<file path="src/rtl/booth8_pkg.sv">
// Shared constants and state encoding for the radix-8 Booth mantissa multiplier.
// Used by both the selector/encoder side and the partial-product accumulator.
package booth8_pkg;

    localparam int PP_W       = 26;
    localparam int NUM_DIGITS = 9;
    localparam int PROD_W     = 48;
    localparam int ACC_W      = PP_W + 3;
    localparam int CNT_W      = $clog2(NUM_DIGITS + 1);

    // Bits of acc_hi that land in the product above the 27 acc_lo bits
    localparam int HI_W = PROD_W - (PP_W + 1);

    typedef enum logic [1:0] {
        IDLE,
        ACCUM,
        DONE
    } state_t;

endpackage

</file>
<file path="src/rtl/booth8_pp_term.sv">
// Turns a one's-complement selector output into an exact signed term.
// The +1 completes the two's-complement negate the selector left undone.
module booth8_pp_term
    import booth8_pkg::*;
(
    input  logic [PP_W-1:0] pp,
    input  logic            pp_neg,
    output logic [ACC_W:0]  term
);

    logic [PP_W:0] raw;

    assign raw  = {pp_neg, pp};
    assign term = {{(ACC_W - PP_W){raw[PP_W]}}, raw}
                + {{ACC_W{1'b0}}, pp_neg};

endmodule

</file>
<file path="src/rtl/booth8_pp_accumulator.sv">
// Sequential accumulator of radix-8 Booth partial products, LS digit first,
// presenting the 48-bit unsigned mantissa product over a valid/ready handshake.
module booth8_pp_accumulator
    import booth8_pkg::*;
(
    input  logic              clk,
    input  logic              rst_n,
    input  logic              pp_valid,
    output logic              pp_ready,
    input  logic [PP_W-1:0]   pp,
    input  logic              pp_neg,
    input  logic              pp_first,
    output logic              prod_valid,
    input  logic              prod_ready,
    output logic [PROD_W-1:0] prod,
    output logic              err_seq
);

    state_t state, state_nx;

    logic [ACC_W-1:0]  acc_hi, acc_hi_nx;
    logic [PP_W:0]     acc_lo, acc_lo_nx;
    logic [CNT_W-1:0]  cnt, cnt_nx;
    logic [PROD_W-1:0] prod_nx;
    logic              prod_valid_nx;
    logic              err_nx;

    logic [ACC_W:0]    term;
    logic [ACC_W:0]    base;
    logic [ACC_W:0]    sum;
    logic [ACC_W-1:0]  sum_hi;
    logic [PP_W:0]     sum_lo;

    booth8_pp_term u_term (
        .pp     (pp),
        .pp_neg (pp_neg),
        .term   (term)
    );

    // A first digit starts from zero, so no clearing cycle is needed
    assign base   = pp_first ? '0 : {acc_hi[ACC_W-1], acc_hi};
    assign sum    = base + term;
    assign sum_hi = {{2{sum[ACC_W]}}, sum[ACC_W:3]};
    assign sum_lo = {sum[2:0], acc_lo[PP_W:3]};

    assign pp_ready = (state != DONE);

    always_ff @(posedge clk or negedge rst_n) begin
        if (!rst_n) begin
            state      <= IDLE;
            acc_hi     <= '0;
            acc_lo     <= '0;
            cnt        <= '0;
            prod       <= '0;
            prod_valid <= 1'b0;
            err_seq    <= 1'b0;
        end else begin
            state      <= state_nx;
            acc_hi     <= acc_hi_nx;
            acc_lo     <= acc_lo_nx;
            cnt        <= cnt_nx;
            prod       <= prod_nx;
            prod_valid <= prod_valid_nx;
            err_seq    <= err_nx;
        end
    end

    always_comb begin
        state_nx      = state;
        acc_hi_nx     = acc_hi;
        acc_lo_nx     = acc_lo;
        cnt_nx        = cnt;
        prod_nx       = prod;
        prod_valid_nx = prod_valid;
        err_nx        = err_seq;
        unique case (state)
            IDLE: begin
                if (pp_valid) begin
                    if (pp_first) begin
                        acc_hi_nx = sum_hi;
                        acc_lo_nx = sum_lo;
                        cnt_nx    = CNT_W'(1);
                        state_nx  = ACCUM;
                    end else begin
                        err_nx = 1'b1;
                    end
                end
            end
            ACCUM: begin
                if (pp_valid) begin
                    acc_hi_nx = sum_hi;
                    acc_lo_nx = sum_lo;
                    if (pp_first) begin
                        err_nx = 1'b1;
                        cnt_nx = CNT_W'(1);
                    end else begin
                        cnt_nx = cnt + CNT_W'(1);
                        if (cnt == CNT_W'(NUM_DIGITS - 1)) begin
                            prod_nx       = {sum_hi[HI_W-1:0], sum_lo};
                            prod_valid_nx = 1'b1;
                            state_nx      = DONE;
                        end
                    end
                end
            end
            DONE: begin
                if (prod_ready) begin
                    prod_valid_nx = 1'b0;
                    state_nx      = IDLE;
                end
            end
            default: state_nx = IDLE;
        endcase
    end

endmodule

</file>
<file path="config.mk">
export PLATFORM = sky130hd
export DESIGN_NAME = booth8_pp_accumulator
export DESIGN_NICKNAME = d
export VERILOG_FILES = /design/src/rtl/booth8_pkg.sv /design/src/rtl/booth8_pp_term.sv /design/src/rtl/booth8_pp_accumulator.sv
export SDC_FILE = /design/constraint.sdc
export NUM_CORES = 1
export LEC_CHECK = 0
export CAP_MARGIN = 40
export CORE_MARGIN = 5
export CORE_UTILIZATION = 55
export CTS_BUF_LIST = sky130_fd_sc_hd__clkbuf_8
export CTS_CLUSTER_SIZE = 30
export DETAILED_ROUTE_END_ITERATION = 7
export GPL_TIMING_DRIVEN = 0
export PLACE_DENSITY = 0.78
export SYNTH_ARGS = -nofsm -noshare
export SYNTH_HDL_FRONTEND = slang
export SYNTH_SLANG_ARGS = --single-unit
</file>
<file path="constraint.sdc">
create_clock -name clk -period 4.37 [get_ports clk]
set_input_delay 0.874 -clock clk [delete_from_list [all_inputs] [get_ports clk]]
set_output_delay 0.874 -clock clk [all_outputs]
set_load 0.03 [all_outputs]
</file>
======== Word level (Yosys, flattened, before mapping) ========
Index checks and enable logic that the tools add are counted.
cells by class
  add/subtract/negate cells ............... 3
  eq/ne operators ......................... 12
  mux-type cells .......................... 31
  bitwise gates (word level) .............. 1
  reduce and logical (&&, ||, !) cells .... 8
operators by type and width
  cell                                                                    count
  29-bit 2-to-1 mux                                                       3
  27-bit 2-to-1 mux                                                       3
  29-bit case mux with 2 select lines                                     1
  27-bit case mux with 2 select lines                                     1
  30-bit adder                                                            1
  30-bit 2-to-1 mux                                                       1
  27-bit by 2-bit adder with 28-bit output                                1
  2-bit inequality test (second input constant)                           9
  4-bit 2-to-1 mux                                                        4
  2-bit 2-to-1 mux                                                        6
  5-bit AND reduction                                                     2
  1-bit 2-to-1 mux                                                        8
  4-bit case mux with 2 select lines                                      1
  4-bit AND reduction                                                     2
  2-bit case mux with 3 select lines                                      1
  6-bit AND reduction                                                     1
  4-bit by 1-bit adder with 4-bit output (second input constant)          1
  4-bit equality test (second input constant)                             1
  1-bit case mux with 2 select lines                                      2
  2-bit nonzero test                                                      2
  2-bit by 1-bit equality test with 1-bit output (second input constant)  1
  2-bit equality test (second input constant)                             1
  2-bit logical NOT                                                       1
  1-bit NOT                                                               1
word-level totals
  bits in registers ....................... 112
  input port bits ......................... 32

======== Depth between registers and ports, before layout ========
Gate-level depths: netlist of run 1.
  depth in word-level cells ............... 5
  depth in mapped cells ................... 16
  gate-level depth less buffers ........... 16

======== By module ========
Synthesis of run 1 repeated with hierarchy kept, for this count alone.
second synthesis, totals
  cell total of the unflattened synthesis .. 742
  area total of the unflattened synthesis .. 6422.4 µm²
by module, submodules not included
  module                 times used  cells each  area an instance (µm²)  sequential area each (µm²)
  booth8_pp_accumulator  1           667         5869.4                  2677.6
  booth8_pp_term         1           75          553.0                   0.0

======== Worst setup path before layout of run 1 ========
Ideal clock, no wire load.
  path type ............................... input port to flip-flop
  start point ............................. in pp[0]
  end point ............................... reg acc_hi[24]
  setup time .............................. 0.069 ns
  arrival ................................. 3.983 ns
  required time ........................... 4.301 ns
  slack ................................... 0.319 ns
  stages .................................. 16
  buffers on the path ..................... 0
  cells stage by stage .................... ha_1 -> ha_1 -> and3_1 -> nor2b_1 -> and3_1 -> xor2_1 -> ha_1 -> a21oi_1 -> o21ai_1 -> a21oi_1 -> o21ai_1 -> a31o_2 -> o31ai_4 -> nor2_2 -> or4_1 -> nand3_1
on the way
  longest elaborated chain between the ends .. 5
ends and longest elaborated chain
  item                                          RTL line                     text
  start: declaration                            booth8_pp_accumulator.sv:10  input logic [PP_W-1:0] pp,
  27-bit by 2-bit adder with 28-bit output (*)  booth8_pp_term.sv:15         + {{ACC_W{1'b0}}, pp_neg};
  30-bit adder (*)                              booth8_pp_accumulator.sv:42  assign sum = base + term;
  29-bit 2-to-1 mux                             booth8_pp_accumulator.sv:79  if (pp_first) begin
  29-bit 2-to-1 mux                             booth8_pp_accumulator.sv:78  if (pp_valid) begin
  29-bit case mux with 2 select lines (*)       booth8_pp_accumulator.sv:76  unique case (state)
  end signal: assignment                        booth8_pp_accumulator.sv:59  acc_hi <= acc_hi_nx;
  end: declaration                              booth8_pp_accumulator.sv:21  logic [ACC_W-1:0] acc_hi, acc_hi_nx;
Mark *: on every way between the ends. The rest lies on a longest branch, timed or not. The select of a mux whose other input is x is not followed.
A chain may end at the register's enable or synchronous reset.

======== Final worst setup path of run 1 ========
  start point ............................. in pp[0]
  end point ............................... reg acc_hi[21]
The elaborated chain is that of the path after synthesis.

==> results of run 1 <==
-- metal layers --
layer,vias to the layer above,track usage
met4,0,0.0822
met3,34,0.0374
li1,2554,-
met2,160,0.398
met1,2557,0.329
met5,-,0
-- layout make-up --
| cell class | instances | area, µm² | area share |
|---|---|---|---|
| Multi-Input combinational cell | 572 | 3320 | 0.448 |
| Sequential cell | 107 | 2680 | 0.361 |
| Timing Repair Buffer | 87 | 872 | 0.118 |
| Tap cell | 140 | 175 | 0.0236 |
| Clock buffer | 11 | 151 | 0.0204 |
| Buffer | 26 | 126 | 0.0171 |
| Inverter | 14 | 52.6 | 0.00709 |
| Clock inverter | 4 | 32.5 | 0.00439 |
-- worst register-to-register path: cells and delay by family, from the launching register on --
family / cells / cell delay, ns
buffers and inverters: 1 / 0.06
AO/OA/AOI/OAI: 6 / 1.14
flip-flops: 1 / 0.35
multiplexers: 1 / 0.28
adder cells (fa/ha/maj): 2 / 0.59
AND/OR/NAND/NOR: 2 / 0.33
XOR/XNOR: 1 / 0.17
-- logic make-up after synthesis --
| kind of cell | share of synthesized area |
|---|---|
| flops | 0.441 |
| buf+inv | 0.0301 |
| simple gates | 0.274 |
| compound gates | 0.102 |
| xor+xnor | 0.0735 |
| fa+ha+maj | 0.0692 |
| mux | 0.0111 |
-- synthesized netlist by cell type, drive strengths merged, types with 11 or more instances --
cell type and instances:
dfrtp 107, nor2 22, ha 32, o21ai 31
xor2 19, xnor2 32, nand2 270, inv 14
clkbuf 23, a21oi 26, nor2b 33, nand3 16
a21o 11
-- placed cells by master, fill, tap and decap left out, drive strengths merged, types with 2 or more instances in the layout --
| cell | n |
|---|---|
| and4 | 2 |
| mux2 | 6 |
| xnor2 | 32 |
| a31oi | 4 |
| dfrtp | 107 |
| o22ai | 2 |
| buf | 10 |
| o211ai | 3 |
| nand2 | 270 |
| or2 | 4 |
| o31ai | 3 |
| ha | 32 |
| clkinvlp | 2 |
| o21a | 2 |
| o21ai | 31 |
| a21oi | 26 |
| o21bai | 3 |
| inv | 16 |
| a21boi | 2 |
| and2 | 4 |
| nor3 | 8 |
| nor2 | 22 |
| nand3 | 16 |
| a211o | 2 |
| nand4 | 6 |
| nand2b | 5 |
| and3 | 7 |
| clkbuf | 33 |
| xor2 | 19 |
| a21o | 11 |
| clkdlybuf4s50 | 79 |
| or3 | 2 |
| nor2b | 33 |
-- registers in the layout, indices dropped and copies added (netlist names) --
name and cells:
prod 48, acc_hi 27, acc_lo 24, cnt 4, state 2, err_seq 1, prod_valid 1
-- through the flow --
stage	total power [mW]	util
after global placement	3.14	0.652
final	3.82	0.684
after CTS	3.81	0.676
after floorplan	2.63	-
after detailed placement	3.20	0.655
after global routing	4.08	0.684
-- power breakdown --
| group | switching (mW) | internal, mW | total, mW |
|---|---|---|---|
| Clock | 0.355 | 0.240 | 0.595 |
| Sequential | 0.196 | 1.31 | 1.51 |
| Combinational | 0.986 | 0.728 | 1.71 |
| Total | 1.54 | 2.28 | 3.82 |
-- path summary, 6_finish.rpt --
path | startpoint | slack (ns) | endpoint
max in group asynchronous | rst_n | 3.17 | acc_hi[18]
min in group asynchronous | rst_n | 0.48 | acc_hi[16]
min | acc_lo[5] | 0.47 | prod[2]
max reg2reg | acc_hi[0] | 1.36 | prod[46]
min reg2reg | acc_lo[5] | 0.47 | prod[2]
max | pp[0] | 0.14 | acc_hi[21]
-- repair_timing --
| item | 4_1_cts | 5_1_grt |
|---|---|---|
| pin swaps | 1 | 5 |
| setup endpoints to repair | 9 | 9 |
| setup buffers | 1 | 3 |
| hold buffers | 0 | 0 |
| gates resized for setup | 11 | 16 |
==> metrics, run 1 <==
CP Data Required Time 4.61 ns; IO Pins 83; Avg WL per Cell 16.1 µm; Num Clock Sinks ~110; Yosys cell types 54; Post-synth ARST share 1.00; Post-synth EDFFs 0; uppermost routed layer met4; Power Dens Cells 515 nW/µm²; cell area after placement 7100 µm²; Placer Congestion between 0.9 and 1; clk buf depth 2; vias in the first global route 5405; final hold viol count 0; Worst Max-Slew Pin Slew 0.796 ns; critical path's top delay family compound AO/OA/AOI/OAI gates; worst-case reg-to-reg path depth 13; WP data arrival roughly 4.5 ns; grt total ovfl 0; detailed placement HPWL 11400 µm; DR vias/cell 5.52; share of layout cells above drive strength 1 0.0743; worst path buffer plus inverter count 1; # DRC 0; DR iter-0 viols 298; Tmin final roughly 4.2 ns; pre-CTS WS -0.859 ns; crit path cell chain clkdlybuf4s50_1, ha_2, ha_2, and3_4, nand3_1, or2_2, xnor2_1, ha_1, a21oi_1, o21ai_1, a221oi_2, a31oi_2, a211o_1, a21oi_2, xor2_1, o21ai_0; Post-Place Cells about 940; number of max-cap violations 0; Peak VDD IR 0.316 mV; Synth top area share 0.441; Hold Path Stages 2; final hold slack 0.475 ns; Setup WS post-layout 0.143 ns; Final setup violation count 0; Final period util 0.967; slowest CP cell clkdlybuf4s50_1; IO Port Bufs 81; antenna violations before repair 0; Core Area 10800 µm²; final non-filler cell total a little under 1000; Max Freq about 0.24 GHz; DR pass1 iterations 5; relative slew slack 0.466; critical path type in -> reg; via count 5305; WL met1 6710 µm; std cell rows 38; Yosys top cell by area dfrtp_1; ys flop type dfrtp_1; sequential area share after synthesis 0.441; Yosys reg bits 107; status complete, no violations; Synth warnings 0; Critical Path End Type flip-flop; mean post-synth cell area roughly 8.4 µm²; first-pass GRT wire length 25800 µm; Clock Pin Slew Worst Setup and Hold Paths 0.11 ns; RSZ-0062 raised after global routing true; Crit path depth 16; routed length on met2 7630 µm; total track usage 0.242; Filler Cell Count 907; Die H 115 µm; syn nets 785; Worst Setup Start Kind primary input; cell area after layout approximately 7400 µm²; Min-Delay Path Class reg -> reg; met3 wire len between 700 and 800 µm; ANT cells 0; Nets 882; Lkg Pwr between 3 and 4 nW; clock tree from TritonCTS built; largest cells by area after synthesis dfrtp_1 44%, nand2_1 17%, ha_1 6.6%, xnor2_1 4.6%, nor2b_1 3.4%; H-tree Lvls 3; Die ar. 13300 µm²; Routed Antenna Nets 0; synthesis-to-finish area growth 21.9%; max-slew violations 0; CP most frequent cell ha_2; Crit Path Max Fanout 5; die width 115 µm; Post-Syn Area 6080 µm²; synthesized instance count 720; clock insertion delay at the later pin of the skew report 0.38 ns; total routed wirelength 15400 µm; Fin Clk Skew between 0.01 and 0.015 ns; largest net degree at the start of global routing 66; setup tns final 0 ns; Num CTS Buffers 9; Initial Util 0.561; CTS Root Cell clkbuf_8; slowest stage delay, CP around 0.5 ns
(Power assumes the default switching activity.)
==> run 2, diff against run 1 <==
--- a/config.mk
+++ b/config.mk
@@ -12,6 +12,7 @@
 export CTS_CLUSTER_SIZE = 30
 export DETAILED_ROUTE_END_ITERATION = 7
 export GPL_TIMING_DRIVEN = 0
+export MAX_ROUTING_LAYER = met4
 export PLACE_DENSITY = 0.78
 export SYNTH_ARGS = -nofsm -noshare
 export SYNTH_HDL_FRONTEND = slang
==> run 2 against run 1 <==
Register-to-register slack gained 0.06 ns. Fmax grew 0.42%. Count of clock-buffer cells in the layout is the same. Critical path depth grew 1. Final cell count grew 0.42%. Worst setup slack gained 0.018 ns. Global-route usage grew 0.57 points. Clock power grew 13%. Combinational power is essentially flat. Largest cell class unchanged. Largest power group unchanged. Highest routed layer unchanged.
==> metrics, run 2 (synthesized netlist as in run 1, its figures left out) <==
Crit Path Max Fanout 6; pre-CTS WS -0.882 ns; total track usage 0.248; Fin Clk Skew 0.0135 ns; final core utilization 0.690; slowest CP cell clkdlybuf4s50_1; Worst Max-Slew Pin Slew between 0.7 and 0.8 ns; Seq. cell area 2680 µm²; via count 5273; Core Area 10800 µm²; Initial Util 0.561; Worst Setup Start Kind primary input; commonest cells after routing, fill and taps aside 269 x nand2_1, 107 x dfrtp_1, 79 x clkdlybuf4s50_1, 32 x nor2b_1, 32 x xnor2_1; # DRC 0; Num CTS Buffers 9; clock tree from TritonCTS built; max FFs per register 48; Filler Cell Count 907; slowest stage delay, CP 0.50 ns; Clock Pin Slew Worst Setup and Hold Paths 0.10 ns; share of layout cells above drive strength 1 0.0776; Placer Congestion 0.944; CP Data Required Time between 4 and 5 ns; DR pass1 iterations 5; Most flops, register prod; Max Freq 0.238 GHz; Critical Path End Type flip-flop; status complete, no violations; IO Port Bufs roughly 80; DR iter-0 viols ~260; Die ar. ~13000 µm²; number of max-cap violations 0; first-pass GRT wire length 25400 µm; IO Pins 83; std cell rows 38; DR vias/cell 5.46; Lkg Pwr 3.64 nW; total routed wirelength about 16000 µm; Final period util 0.963; CTS Root Cell clkbuf_8; clk buf depth 2; Power Dens Cells ~520 nW/µm²; largest net degree at the start of global routing 58; H-tree Lvls 3; ANT cells 0; Nets 885; cell area after layout 7480 µm²; Die H 115 µm; Num Clock Sinks 107; grt total ovfl 0; vias in the first global route 5314; final hold viol count 0; Min-Delay Path Class reg -> reg; WP data arrival about 4.5 ns; relative slew slack 0.476; cell area after placement 7100 µm²; biggest regs prod (48), acc_hi (27), acc_lo (24); synthesis-to-finish area growth 23.0%; footprint of the multi-input gates 3330 µm²; detailed placement HPWL 11400 µm; Final setup violation count 0; die width about 120 µm; Setup WS post-layout 0.161 ns; overall power ~3.9 mW; Post-Place Cells 943; CTS hold repair buffers 0; Avg WL per Cell 16.2 µm; clock insertion delay at the later pin of the skew report 0.38 ns; crit path cell chain clkdlybuf4s50_1, ha_2, ha_4, and3_4, nor2b_4, and3_4, xor2_2, ha_4, a21oi_4, o21ai_1, a21oi_1, o21ai_1, a31o_2, o31ai_4, nor2_2, or4_1, nand3_1; Tmin final 4.21 ns; max-slew violations 0; critical path type in -> reg; Routed Antenna Nets 0; antenna violations before repair 0; Peak VDD IR about 0.36 mV; final non-filler cell total 965; commonest non-fill, non-tap cell in the layout nand2_1
==> run 2: metrics by stage <==
| step | TNS [ns] | hold WS (ns) |
|---|---|---|
| after floorplan | 0 | 0.438 |
| after global placement | -186.01 | 0.452 |
| after detailed placement | -11.28 | 0.454 |
| after CTS | 0 | 0.478 |
| after global routing | -0.000676 | 0.493 |
| final | 0 | 0.473 |
==> run 2: area by class of cell <==
class | instances | share of cell area
clock buffer | 11 | 0.0203
timing repair buffer | 90 | 0.120
inverter | 14 | 0.00703
sequential | 107 | 0.358
multi-input combinational | 572 | 0.446
clock inverter | 5 | 0.00887
tap | 140 | 0.0234
buffer | 26 | 0.0169
==> run 2: worst paths after layout <==
| check | startpoint | to | slack [ns] | cells past startpoint |
|---|---|---|---|---|
| hold reg to reg | acc_hi[0] | acc_hi[0] | 0.47 | 2 |
| max in group asynchronous | rst_n | prod[24] | 3.10 | 2 |
| setup / recovery | pp[0] | acc_hi[24] | 0.16 | 17 |
| min in group asynchronous | rst_n | acc_hi[16] | 0.56 | 1 |
| hold / removal | acc_hi[0] | acc_hi[0] | 0.47 | 2 |
| setup reg to reg | acc_hi[3] | prod[39] | 1.42 | 11 |
==> run 2: what timing repair did <==
item | 4_1_cts | 5_1_grt
gates cloned | 0 | 0
endpoints found under the setup margin | 10 | 8
setup buffers | 2 | 5
pin swaps | 2 | 7
gates resized for setup | 12 | 15
hold endpoints to repair | 0 | 0
==> run 2: per-layer routing <==
layer	up-vias	global-route usage	wire (µm)
li1	2571	-	-
met1	2565	0.334	7170
met2	116	0.394	7610
met3	21	0.0242	532
met4	0	0.0861	274
met5	-	-	0
==> run 2: worst max-delay path: cells and delay by family <==
| kind | cells | cell delay, ns |
|---|---|---|
| xor gates and xnor gates | 1 | 0.18 |
| adders and majority gates | 3 | 0.65 |
| AOI/OAI and AO/OA | 6 | 1.06 |
| and+or+nand+nor | 6 | 1.26 |
| buffers and inverters | 1 | 0.50 |
==> run 2: power breakdown <==
| group | switching, mW | internal [mW] | total [mW] |
|---|---|---|---|
| sequential | 0.194 | 1.31 | 1.51 |
| clock | 0.366 | 0.305 | 0.671 |
| combinational | 0.995 | 0.737 | 1.73 |
==> run 3, diff against run 2 <==
--- a/config.mk
+++ b/config.mk
@@ -5,15 +5,15 @@
 export SDC_FILE = /design/constraint.sdc
 export NUM_CORES = 1
 export LEC_CHECK = 0
+export ABC_AREA = 1
 export CAP_MARGIN = 40
-export CORE_MARGIN = 5
+export CORE_MARGIN = 8
 export CORE_UTILIZATION = 55
 export CTS_BUF_LIST = sky130_fd_sc_hd__clkbuf_8
-export CTS_CLUSTER_SIZE = 30
 export DETAILED_ROUTE_END_ITERATION = 7
 export GPL_TIMING_DRIVEN = 0
 export MAX_ROUTING_LAYER = met4
-export PLACE_DENSITY = 0.78
+export PLACE_DENSITY = 0.77
 export SYNTH_ARGS = -nofsm -noshare
 export SYNTH_HDL_FRONTEND = slang
 export SYNTH_SLANG_ARGS = --single-unit
==> run 3 against run 2 <==
Worst setup slack better by 0.27 ns. Final area is 12% higher. Global-route usage is 1.1 points lower. Sequential share of layout area is 3.7 points lower. Synthesized cell count is 44% higher. Critical endpoint is now acc_hi[19]. Largest cell class unchanged.
==> metrics, run 3 <==
clock network power share 0.159; slowest stage delay, CP roughly 0.60 ns; Peak VDD IR around 0.26 mV; sw frac 0.439; Most flops, register prod; IO Port Bufs 82; final core utilization 0.663; slowest CP cell clkdlybuf4s50_1; clk buf depth 2; Yosys top cell by area dfrtp_1; Tmin final 3.93 ns; largest cells by area after synthesis dfrtp_1 38%, nand2_1 18%, inv_1 9.4%, ha_1 5.7%, nand3_1 4.7%; post_cts resized 0; biggest regs prod (48), acc_hi (27), acc_lo (24); RSZ-0062 raised after global routing false; clock tree from TritonCTS built; Worst Max-Slew Pin Slew between 0.7 and 0.8 ns; clock insertion delay at the later pin of the skew report 0.39 ns; Reg power frac 0.376; Final setup violation count 0; detailed placement HPWL 15000 µm; P_int roughly 2.2 mW; via count roughly 6500; Final period util 0.900; Crit Path Max Fanout 5; DR vias/cell 5.00; relative slew slack 0.508; Lkg Pwr about 4.5 nW; Die ar. 16700 µm²; Yosys cell types 37; synthesis-to-finish area growth 17.9%; status complete, no violations; largest net degree at the start of global routing 66; setup tns final 0 ns; number of max-cap violations 0; total track usage 0.237; ys flop type dfrtp_1; Routed Antenna Nets 0; max-slew violations 0; overall power 3.90 mW; IO Pins 83; Post-Syn Area 7070 µm²; Power Dens Cells 468 nW/µm²; # DRC 0; DR iter-0 viols around 460; CP Data Required Time 4.65 ns; Synth warnings 0; commonest cells after routing, fill and taps aside 348 x nand2_1, 178 x inv_1, 107 x dfrtp_1, 86 x nor2_1, 81 x clkdlybuf4s50_1; CTS Root Cell clkbuf_8; Switching Power 1.71 mW; Core Area 12600 µm²; Max Freq 0.254 GHz; Placer Congestion 0.951; CTS hold repair buffers 0; Critical R2R Launch acc_hi[0]; antenna violations before repair 0; Post-synth EDFFs 0; most frequent cell after synthesis nand2_1; total routed wirelength ~18000 µm; Synth top area share 0.379; crit path cell chain clkdlybuf4s50_1, ha_1, ha_1, nand3_4, nor2_4, nand2_1, nor2_1, nand3_1, xnor2_1, ha_1, nand2_1, nor2_1, nand2_1, nor2_1, nand2_1, nand3_1, nand2_1, nand3_1, nand2_1; Post-synth ARST share 1.00; Yosys reg bits 107; final non-filler cell total approximately 1300; final hold viol count 0; H-tree Lvls 3; Post-Place Cells 1289; worst-case reg-to-reg path depth 15; Nets 1193; ANT cells 0; Avg WL per Cell about 14 µm; first-pass GRT wire length about 30000 µm; worst path buffer plus inverter count 1; Min-Delay Path Class in -> async; Clock Pin Slew Worst Setup and Hold Paths about 0.1 ns; max FFs per register 48; commonest non-fill, non-tap cell in the layout nand2_1; Fin Clk Skew 0.0181 ns; std cell rows 41; cell area after placement 8130 µm²; WP data arrival 4.21 ns; critical path type in -> reg; vias in the first global route 6277; setup bufs post-CTS 0; Num Clock Sinks 107; syn nets 1099; mean post-synth cell area 6.84 µm²; die width ~130 µm; cell area after layout 8340 µm²; synth cell count leaders 348 x nand2_1, 178 x inv_1, 107 x dfrtp_1; critical path's top delay family simple AND/OR/NAND/NOR gates; Logic pwr share 0.465; R2R Setup Slk 2.00 ns; Worst Setup Start Kind primary input; synthesized instance count 1034; Die H 129 µm; DR pass1 iterations 5; Num CTS Buffers 9; grt total ovfl 0; sequential area share after synthesis 0.379; CP most frequent cell nand2_1; share of layout cells above drive strength 1 0.0503; FF-to-FF End acc_hi[19]; Initial Util 0.563; Critical Path End Type flip-flop
==> run 3: cell count changes after synthesis, sizes merged, moves of 16 or more <==
cell,before,now
nand2,270,352
nand3,16,70
o21ai,31,77
nor2b,33,0
xnor2,32,16
nor2,22,92
inv,14,183
==> run 3: worst max-delay path by stage <==
stage	slack (ns)	depth (start not counted)	startpoint	end
floorplan	1.20	21	pp[0]	acc_hi[27]
global placement	-1.61	1	rst_n	acc_hi[21]
detailed placement	0.11	12	pp_first	prod[34]
CTS	0.50	19	pp_neg	acc_hi[19]
global route	0.25	20	pp_neg	acc_hi[21]
finish	0.44	19	pp_neg	acc_hi[19]
==> run 3: kinds of logic (layout without fill, tap and decap cells) <==
| kind of cell | count (synthesis) | after routing | synth area share |
|---|---|---|---|
| simple gates | 548 | 548 | 0.330 |
| buf+inv | 206 | 305 | 0.112 |
| flops | 107 | 107 | 0.379 |
| compound gates | 106 | 106 | 0.0770 |
| xor+xnor | 34 | 34 | 0.0432 |
| fa+ha+maj | 33 | 33 | 0.0594 |
==> run 3: cell type report <==
cell class                 instances  area, µm²
multi-input combinational        721       3600
clock buffer                      10        138
inverter                         183        687
buffer                            23        105
clock inverter                     6       65.1
tap                              172        215
fill                            1159       4230
sequential                       107       2680
timing repair buffer              83        846
==> run 3: routing by layer <==
| metal | wire length (µm) | global-route usage |
|---|---|---|
| met1 | 8330 | 0.291 |
| met2 | 8760 | 0.392 |
| met3 | 876 | 0.0353 |
| met4 | 427 | 0.0781 |
| met5 | 0 | - |
==> run 3: stage by stage <==
| step | worst slack [ns] | hold WS, ns |
|---|---|---|
| detailed placement | 0.108 | 0.465 |
| floorplan | 1.20 | 0.449 |
| global placement | -1.61 | 0.456 |
| global route | 0.247 | 0.499 |
| CTS | 0.502 | 0.473 |
| finish | 0.435 | 0.474 |
==> run 3: power groups by stage <==
stage	sequential [mW]	clock (mW)	combinational, mW
floorplan	1.60	0	1.10
global placement	1.47	0	1.77
detailed placement	1.48	0	1.80
CTS	1.46	0.629	1.82
global route	1.50	0.666	2.06
finish	1.47	0.618	1.81
